## config.mk

```make
export PLATFORM = sky130hd
export DESIGN_NAME = div_seq
export DESIGN_NICKNAME = d
export VERILOG_FILES = /design/src/rtl/div_seq.sv
export SDC_FILE = /design/constraint.sdc
export NUM_CORES = 1
export LEC_CHECK = 0
export BUFFER_PORTS_ARGS = -buffer_cell sky130_fd_sc_hd__buf_2
export CORE_MARGIN = 3
export CORE_UTILIZATION = 56
export CTS_CLUSTER_DIAMETER = 50
export DETAILED_ROUTE_END_ITERATION = 7
export MAX_ROUTING_LAYER = met4
export PLACE_DENSITY = 0.78
export SYNTH_ARGS = -nofsm -noshare
export SYNTH_HDL_FRONTEND = slang
export SYNTH_SLANG_ARGS = --single-unit
```

## constraint.sdc

```tcl
create_clock -name clk -period 2.7 [get_ports clk]
set_input_delay 0.81 -clock clk [delete_from_list [all_inputs] [get_ports clk]]
set_output_delay 0.81 -clock clk [all_outputs]
set_load 0.02 [all_outputs]
```

## src/rtl/div_seq.sv

```systemverilog
// Sequential unsigned restoring divider: one quotient bit per clock, start/done handshake.
// Results satisfy q*b + r == a; a zero divisor yields q = all ones, r = a, div_zero = 1.
module div_seq #(
  parameter int WIDTH = 8
) (
  input  logic             clk,
  input  logic             rst_n,
  input  logic             start,
  input  logic [WIDTH-1:0] a,
  input  logic [WIDTH-1:0] b,
  output logic             busy,
  output logic             done,
  output logic [WIDTH-1:0] q,
  output logic [WIDTH-1:0] r,
  output logic             div_zero
);

  localparam int CNT_W = (WIDTH > 2) ? $clog2(WIDTH) : 1;
  localparam logic [CNT_W-1:0] CNT_LOAD = CNT_W'(WIDTH - 1);

  typedef enum logic [1:0] {
    IDLE = 2'd0,
    CALC = 2'd1,
    DONE = 2'd2
  } state_t;

  state_t state, state_nxt;

  logic [WIDTH-1:0] dividend;
  logic [WIDTH-1:0] divisor;
  logic [WIDTH-1:0] rem;
  logic [WIDTH-1:0] quo;
  logic [CNT_W-1:0] cnt;

  logic             load_en;
  logic             step_en;
  logic             busy_nxt;
  logic             done_nxt;
  logic [WIDTH:0]   step_res;

  // One restoring step: returns {quotient bit, next partial remainder}.
  // A non-negative trial always fits in WIDTH bits because it is below the divisor.
  function automatic logic [WIDTH:0] restore_step(
    input logic [WIDTH-1:0] rem_in,
    input logic             msb_in,
    input logic [WIDTH-1:0] dsr_in
  );
    logic [WIDTH:0] shifted;
    logic [WIDTH:0] trial;
    shifted = {rem_in, msb_in};
    trial   = shifted - {1'b0, dsr_in};
    if (!trial[WIDTH]) begin
      restore_step = {1'b1, trial[WIDTH-1:0]};
    end else begin
      restore_step = {1'b0, shifted[WIDTH-1:0]};
    end
  endfunction

  always_ff @(posedge clk or negedge rst_n) begin
    if (!rst_n) begin
      state <= IDLE;
    end else begin
      state <= state_nxt;
    end
  end

  always_comb begin
    state_nxt = state;
    case (state)
      IDLE:    if (start) state_nxt = CALC;
      CALC:    if (cnt == '0) state_nxt = DONE;
      DONE:    state_nxt = start ? CALC : IDLE;
      default: state_nxt = IDLE;
    endcase
  end

  // Control decode; the visible outputs are registered one cycle behind the state.
  always_comb begin
    load_en  = 1'b0;
    step_en  = 1'b0;
    busy_nxt = 1'b0;
    done_nxt = 1'b0;
    case (state)
      IDLE: load_en = start;
      CALC: begin
        step_en  = 1'b1;
        busy_nxt = 1'b1;
      end
      DONE: begin
        load_en  = start;
        done_nxt = 1'b1;
      end
      default: ;
    endcase
  end

  assign step_res = restore_step(rem, dividend[WIDTH-1], divisor);

  always_ff @(posedge clk or negedge rst_n) begin
    if (!rst_n) begin
      dividend <= '0;
      divisor  <= '0;
      rem      <= '0;
      quo      <= '0;
      cnt      <= '0;
    end else if (load_en) begin
      dividend <= a;
      divisor  <= b;
      rem      <= '0;
      quo      <= '0;
      cnt      <= CNT_LOAD;
    end else if (step_en) begin
      dividend <= {dividend[WIDTH-2:0], 1'b0};
      rem      <= step_res[WIDTH-1:0];
      quo      <= {quo[WIDTH-2:0], step_res[WIDTH]};
      if (cnt != '0) cnt <= cnt - CNT_W'(1);
    end
  end

  // Result registers move only when a division completes; a new start leaves them alone.
  always_ff @(posedge clk or negedge rst_n) begin
    if (!rst_n) begin
      busy     <= 1'b0;
      done     <= 1'b0;
      q        <= '0;
      r        <= '0;
      div_zero <= 1'b0;
    end else begin
      busy <= busy_nxt;
      done <= done_nxt;
      if (done_nxt) begin
        q        <= quo;
        r        <= rem;
        div_zero <= (divisor == '0);
      end
    end
  end

endmodule

```

# After elaboration in Yosys (flattened, before gate mapping)
# Cells that the tools add are included.
dict set report word_totals {
  input_bits 19
  regBits 56
  output_inout_bits 19
  rom_bits 0
  n_memories 0
  latch_bits 0
  word_cells 43
  ramBits 0
}
dict set report classes {
  bitwise_logic 0
  reduce_logical 9
  addsub 2
  mux 17
  n_mul 0
  eq_ne 4
  n_shift 0
  n_div 0
  n_lt_le_gt_ge 0
}
# cell n
set op_table {}
lappend op_table {{2-to-1 mux 8 bit} 6}
lappend op_table {{2-to-1 mux 3 bit} 3}
lappend op_table {{2-to-1 mux 9 bit} 1}
lappend op_table {{subtractor 9 x 8 -> 9 bit} 1}
lappend op_table {{logical NOT 8 bit} 1}
lappend op_table {{case mux 2 bit (3 select lines)} 1}
lappend op_table {{2-to-1 mux 1 bit} 4}
lappend op_table {{2-to-1 mux 2 bit} 2}
lappend op_table {{inequality test 2 bit, second input constant} 2}
lappend op_table {{AND reduction 2 bit} 2}
lappend op_table {{nonzero test 2 bit} 2}
lappend op_table {{logical NOT 3 bit} 1}
lappend op_table {{nonzero test 3 bit} 1}
lappend op_table {{subtractor 3 x 1 -> 3 bit, second input constant} 1}
lappend op_table {{equality test 2 x 1 -> 1 bit, second input constant} 1}
lappend op_table {{equality test 2 bit, second input constant} 1}
lappend op_table {{logical NOT 2 bit} 1}
lappend op_table {{OR reduction 2 bit} 1}

# Logic depth before layout (Yosys ltp)
dict set report depth {
  ltp_word 5
  mapped_depth 10
  ltp_nobuf 9
}

# Least setup slack after synthesis
# Ideal clock, no wire load.
dict set report synth_timing {
  path_kind {register -> register}
  from {register dividend[7]}
  to {register rem[3]}
  required_time_ns 2.569
  period_less_slack_ns 2.139
  stages_incl_launch_ff 11
  setup_slack_ns 0.561
  path_buffers 1
  setup_ns 0.131
  arrival_ns 2.008
  cell_sequence {dfrtp_1 > inv_1 > ha_1 > fa_1 > nor2b_1 > o211ai_1 > a21oi_4 > xnor2_2 > buf_6 > mux2i_1 > o21ai_1}
}
dict set report synth_between {
  elab_chain_len 4
}
# element line
set synth_rtl {}
lappend synth_rtl {{start: declaration} 29} ;# logic [WIDTH-1:0] dividend;
lappend synth_rtl {{start signal: assignment} 113} ;# dividend <= {dividend[WIDTH-2:0], 1'b0};
lappend synth_rtl {{subtractor 9 x 8 -> 9 bit} 51} ;# trial = shifted - {1'b0, dsr_in};
lappend synth_rtl {{2-to-1 mux 9 bit} 52} ;# if (!trial[WIDTH]) begin
lappend synth_rtl {{2-to-1 mux 8 bit} 112} ;# end else if (step_en) begin
lappend synth_rtl {{2-to-1 mux 8 bit} 106} ;# end else if (load_en) begin
lappend synth_rtl {{end signal: assignment} 114} ;# rem <= step_res[WIDTH-1:0];
lappend synth_rtl {{end: declaration} 31} ;# logic [WIDTH-1:0] rem;
# No other way between the ends. The select of a mux whose other input is x is not followed.
# A chain may end at the register's enable or synchronous reset.

# Worst setup path in the final report
dict set report layout_timing {
  from {register divisor[0]}
  to {register rem[3]}
}
dict set report layout_between {
  elab_chain_len 4
}
# element line
set layout_rtl {}
lappend layout_rtl {{start: declaration} 30} ;# logic [WIDTH-1:0] divisor;
lappend layout_rtl {{start signal: assignment} 102} ;# divisor <= '0;
lappend layout_rtl {{start signal: assignment} 108} ;# divisor <= b;
lappend layout_rtl {{subtractor 9 x 8 -> 9 bit} 51}
lappend layout_rtl {{2-to-1 mux 9 bit} 52}
lappend layout_rtl {{2-to-1 mux 8 bit} 112}
lappend layout_rtl {{2-to-1 mux 8 bit} 106}
# No other way between the ends. The select of a mux whose other input is x is not followed.

==> impl_metrics.json <==
{
  "clock_skew_ps": 7.522,
  "clk_path_buf_depth": 2,
  "cts_root_buf": "clkbuf_8",
  "drive_gt1_frac": 0.2635,
  "synthTopCellsByCount": "dfrtp_1 (56), nand2_1 (42), inv_1 (15), mux2_2 (13), o21ai_0 (13)",
  "place_hpwl_um": 3533,
  "drt_iter0_drc": 88,
  "reg2reg_depth": 9,
  "synthDistinctLibCells": 41,
  "ys_async_sr_fraction": 1.000,
  "num-nets-final": 306,
  "fin_crit_sh": 0.8629,
  "grt_antenna_before_repair": 0,
  "wire_per_inst_um": 14.16,
  "n_antenna_cell": 0,
  "grtUsageTotal": 0.1888,
  "pre_cts_ws_ps": 369.3,
  "layout_setup_ws_ps": 370.1,
  "vias": 1819,
  "r2r_slack_ps": 370,
  "core_area_um2": 4414,
  "cts_tree": "done",
  "placementRows": 24,
  "leakagePower_nw": 1.480,
  "top_usage_layer": "met2",
  "critical_path_arrival_ps": 2510,
  "switching_share": 0.4191,
  "port_buffers": 37,
  "rsz0062_at_grt": "no",
  "synth-edff-count": 0,
  "crit_fanout": 11,
  "fin_cells": 329,
  "yosysMostFrequentCell": "dfrtp_1",
  "hold_viol": 0,
  "startpoint": "divisor[0]$_DFFE_PN0P_",
  "worstPathRequired_ps": 2880,
  "use_met2": 0.2923,
  "ios": 38,
  "setup-violations-final": 0,
  "synthTopCellsByArea": "dfrtp_1 (54%), nand2_1 (6.1%), mux2_2 (5.6%)",
  "r2r_start": "divisor[0]$_DFFE_PN0P_",
  "dpl_cell_area_um2": 2846,
  "h-tree-depth": 2,
  "drt_pass1_iterations": 4,
  "numCtsBuffers": 5,
  "fin_total_pwr_mw": 4.093,
  "rr_endpoint": "rem[3]$_DFFE_PN0P_",
  "areaGrowthSynthToFinish_pct": 13.51,
  "ys_seq_area_frac": 0.5405,
  "min_path_cells": 2,
  "p_int_mw": 2.378,
  "min_to": "div_zero$_DFFE_PN0P_",
  "dieArea_um2": 5482,
  "powerDensity_nw_per_um2": 1391,
  "crit_type": "flip-flop to flip-flop",
  "ctsResizeCount": 0,
  "setup_tns_ps": 0,
  "grt_pass1_wl_um": 7803,
  "cap_violations": 0,
  "viasPerCell": 5.529,
  "worstMarginPinSlew_ps": 883.3,
  "ys_ff_latch": 56,
  "slew_headroom": 0.4112,
  "overflow": 0,
  "fmax_ghz": 0.4292,
  "yosysTopAreaCellShare": 0.5405,
  "drv_slew": 0,
  "holdWs_ps": 481.6,
  "die_h_um": 74.04,
  "yosys_warnings": 0,
  "critPathLaunchType": "flip-flop",
  "initial_core_util": 0.5873,
  "grt_pass1_vias": 1756,
  "path_clk_slew_ps": 100,
  "yosysTopAreaCell": "dfrtp_1",
  "hp-class": "flip-flop to flip-flop",
  "syn-num-nets": 266,
  "worst_path_largest_cell_delay_ps": 410,
  "die_w_um": 74.04,
  "syn_inst": 236,
  "met3_usage": 0.04324,
  "period_needed_ps": 2330,
  "path_cells": "ha_1 > fa_1 > nor2b_1 > o211ai_1 > a21oi_4 > xnor2_2 > buf_4 > mux2i_1 > o21ai_1",
  "routed_wl_um": 4657,
  "ir_drop_uv": 613.2,
  "combPwrFrac": 0.534,
  "endpoint_kind": "flip-flop",
  "place_congestion": 0.8153,
  "seqPwrFrac": 0.351,
  "hp-start": "div_zero$_DFFE_PN0P_",
  "syn_area_um2": 2592,
  "switchingPower_mw": 1.716,
  "fill_cells": 358,
  "grt_max_degree": 30,
  "status": "finished, final reports clean",
  "numClockSinks": 56,
  "use_met1": 0.2549,
  "drc": 0,
  "utilization": 0.6667,
  "final_area_um2": 2943,
  "ant_nets": 0,
  "clockPowerShare": 0.115,
  "ctsHoldBuffers": 0,
  "crit_slowest_cell": "dfrtp_1",
  "syn_area_per_cell_um2": 10.99,
  "synth-main-ff-cell": "dfrtp_1",
  "cts_setup_buffers": 0,
  "dp.cells": 321,
  "clock_latency_ps": 310
}
==> critical path: cells and delay by family, from the launching register on <==
family	cells	cell delay (ps)
compound gates	3	460
xor+xnor	1	120
fa+ha+maj	2	620
buf+inv	1	200
flops	1	410
mux	1	220
simple gates	1	170
==> area by class of cell <==
type | instances | area [um2] | share of cell area
Clock inverter | 3 | 27.53 | 0.009354
Timing Repair Buffer | 44 | 237.7 | 0.08078
Clock buffer | 5 | 68.82 | 0.02338
Inverter | 15 | 56.30 | 0.01913
Sequential cell | 56 | 1401 | 0.4762
Tap cell | 52 | 65.06 | 0.02211
Multi-Input combinational cell | 154 | 1086 | 0.3690
==> power groups by stage <==
stage	Clock [mW]	Sequential, mW	Combinational (mW)
floorplan	0	1.52	1.64
global placement	0	1.44	2.12
detailed placement	0	1.46	2.19
CTS	0.482	1.44	2.20
global route	0.511	1.48	2.44
finish	0.471	1.44	2.19
==> sequential cells by signal, indices dropped and copies added (netlist names) <==
register  cells
busy          1
cnt           3
div_zero      1
dividend      8
divisor       8
done          1
q             8
quo           8
r             8
rem           8
state         2
==> cell usage in the layout (no fill, tap or decap), types with 5 or more instances in the layout <==
cell and count:
inv_1 15, o21ai_0 13, a22oi_1 6, a22o_1 8, buf_4 7, mux2_2 13
ha_1 10, nor2_1 6, nand2_1 42, dfrtp_1 56, buf_2 37, clkbuf_8 5
==> layer usage <==
| layer | wire [um] | share of wire |
|---|---|---|
| met4 | 27 | 0.0058 |
| met2 | 2124 | 0.46 |
| met3 | 247 | 0.053 |
| met1 | 2257 | 0.48 |
| met5 | 0 | 0 |
==> cell families (layout without fill, tap and decap cells) <==
logic type | after synthesis | count (layout) | synth area share
AND/OR/NAND/NOR | 66 | 66 | 0.1153
flip-flops | 56 | 56 | 0.5405
AO/OA/AOI/OAI | 53 | 53 | 0.1491
buffers and inverters | 26 | 67 | 0.04054
multiplexers | 17 | 17 | 0.07191
adder cells (fa/ha/maj) | 11 | 11 | 0.05598
XOR/XNOR | 7 | 7 | 0.02655
==> how the worst max path moves through the flow <==
stage,to,slack (ps)
after detailed placement,rem[3]$_DFFE_PN0P_,370
final,rem[3]$_DFFE_PN0P_,370
after floorplan,rem[3]$_DFFE_PN0P_,560
after global routing,rem[3]$_DFFE_PN0P_,210
after global placement,rem[3]$_DFFE_PN0P_,450
after CTS,rem[3]$_DFFE_PN0P_,360
No activity file was read; power rests on OpenSTA's default activity.
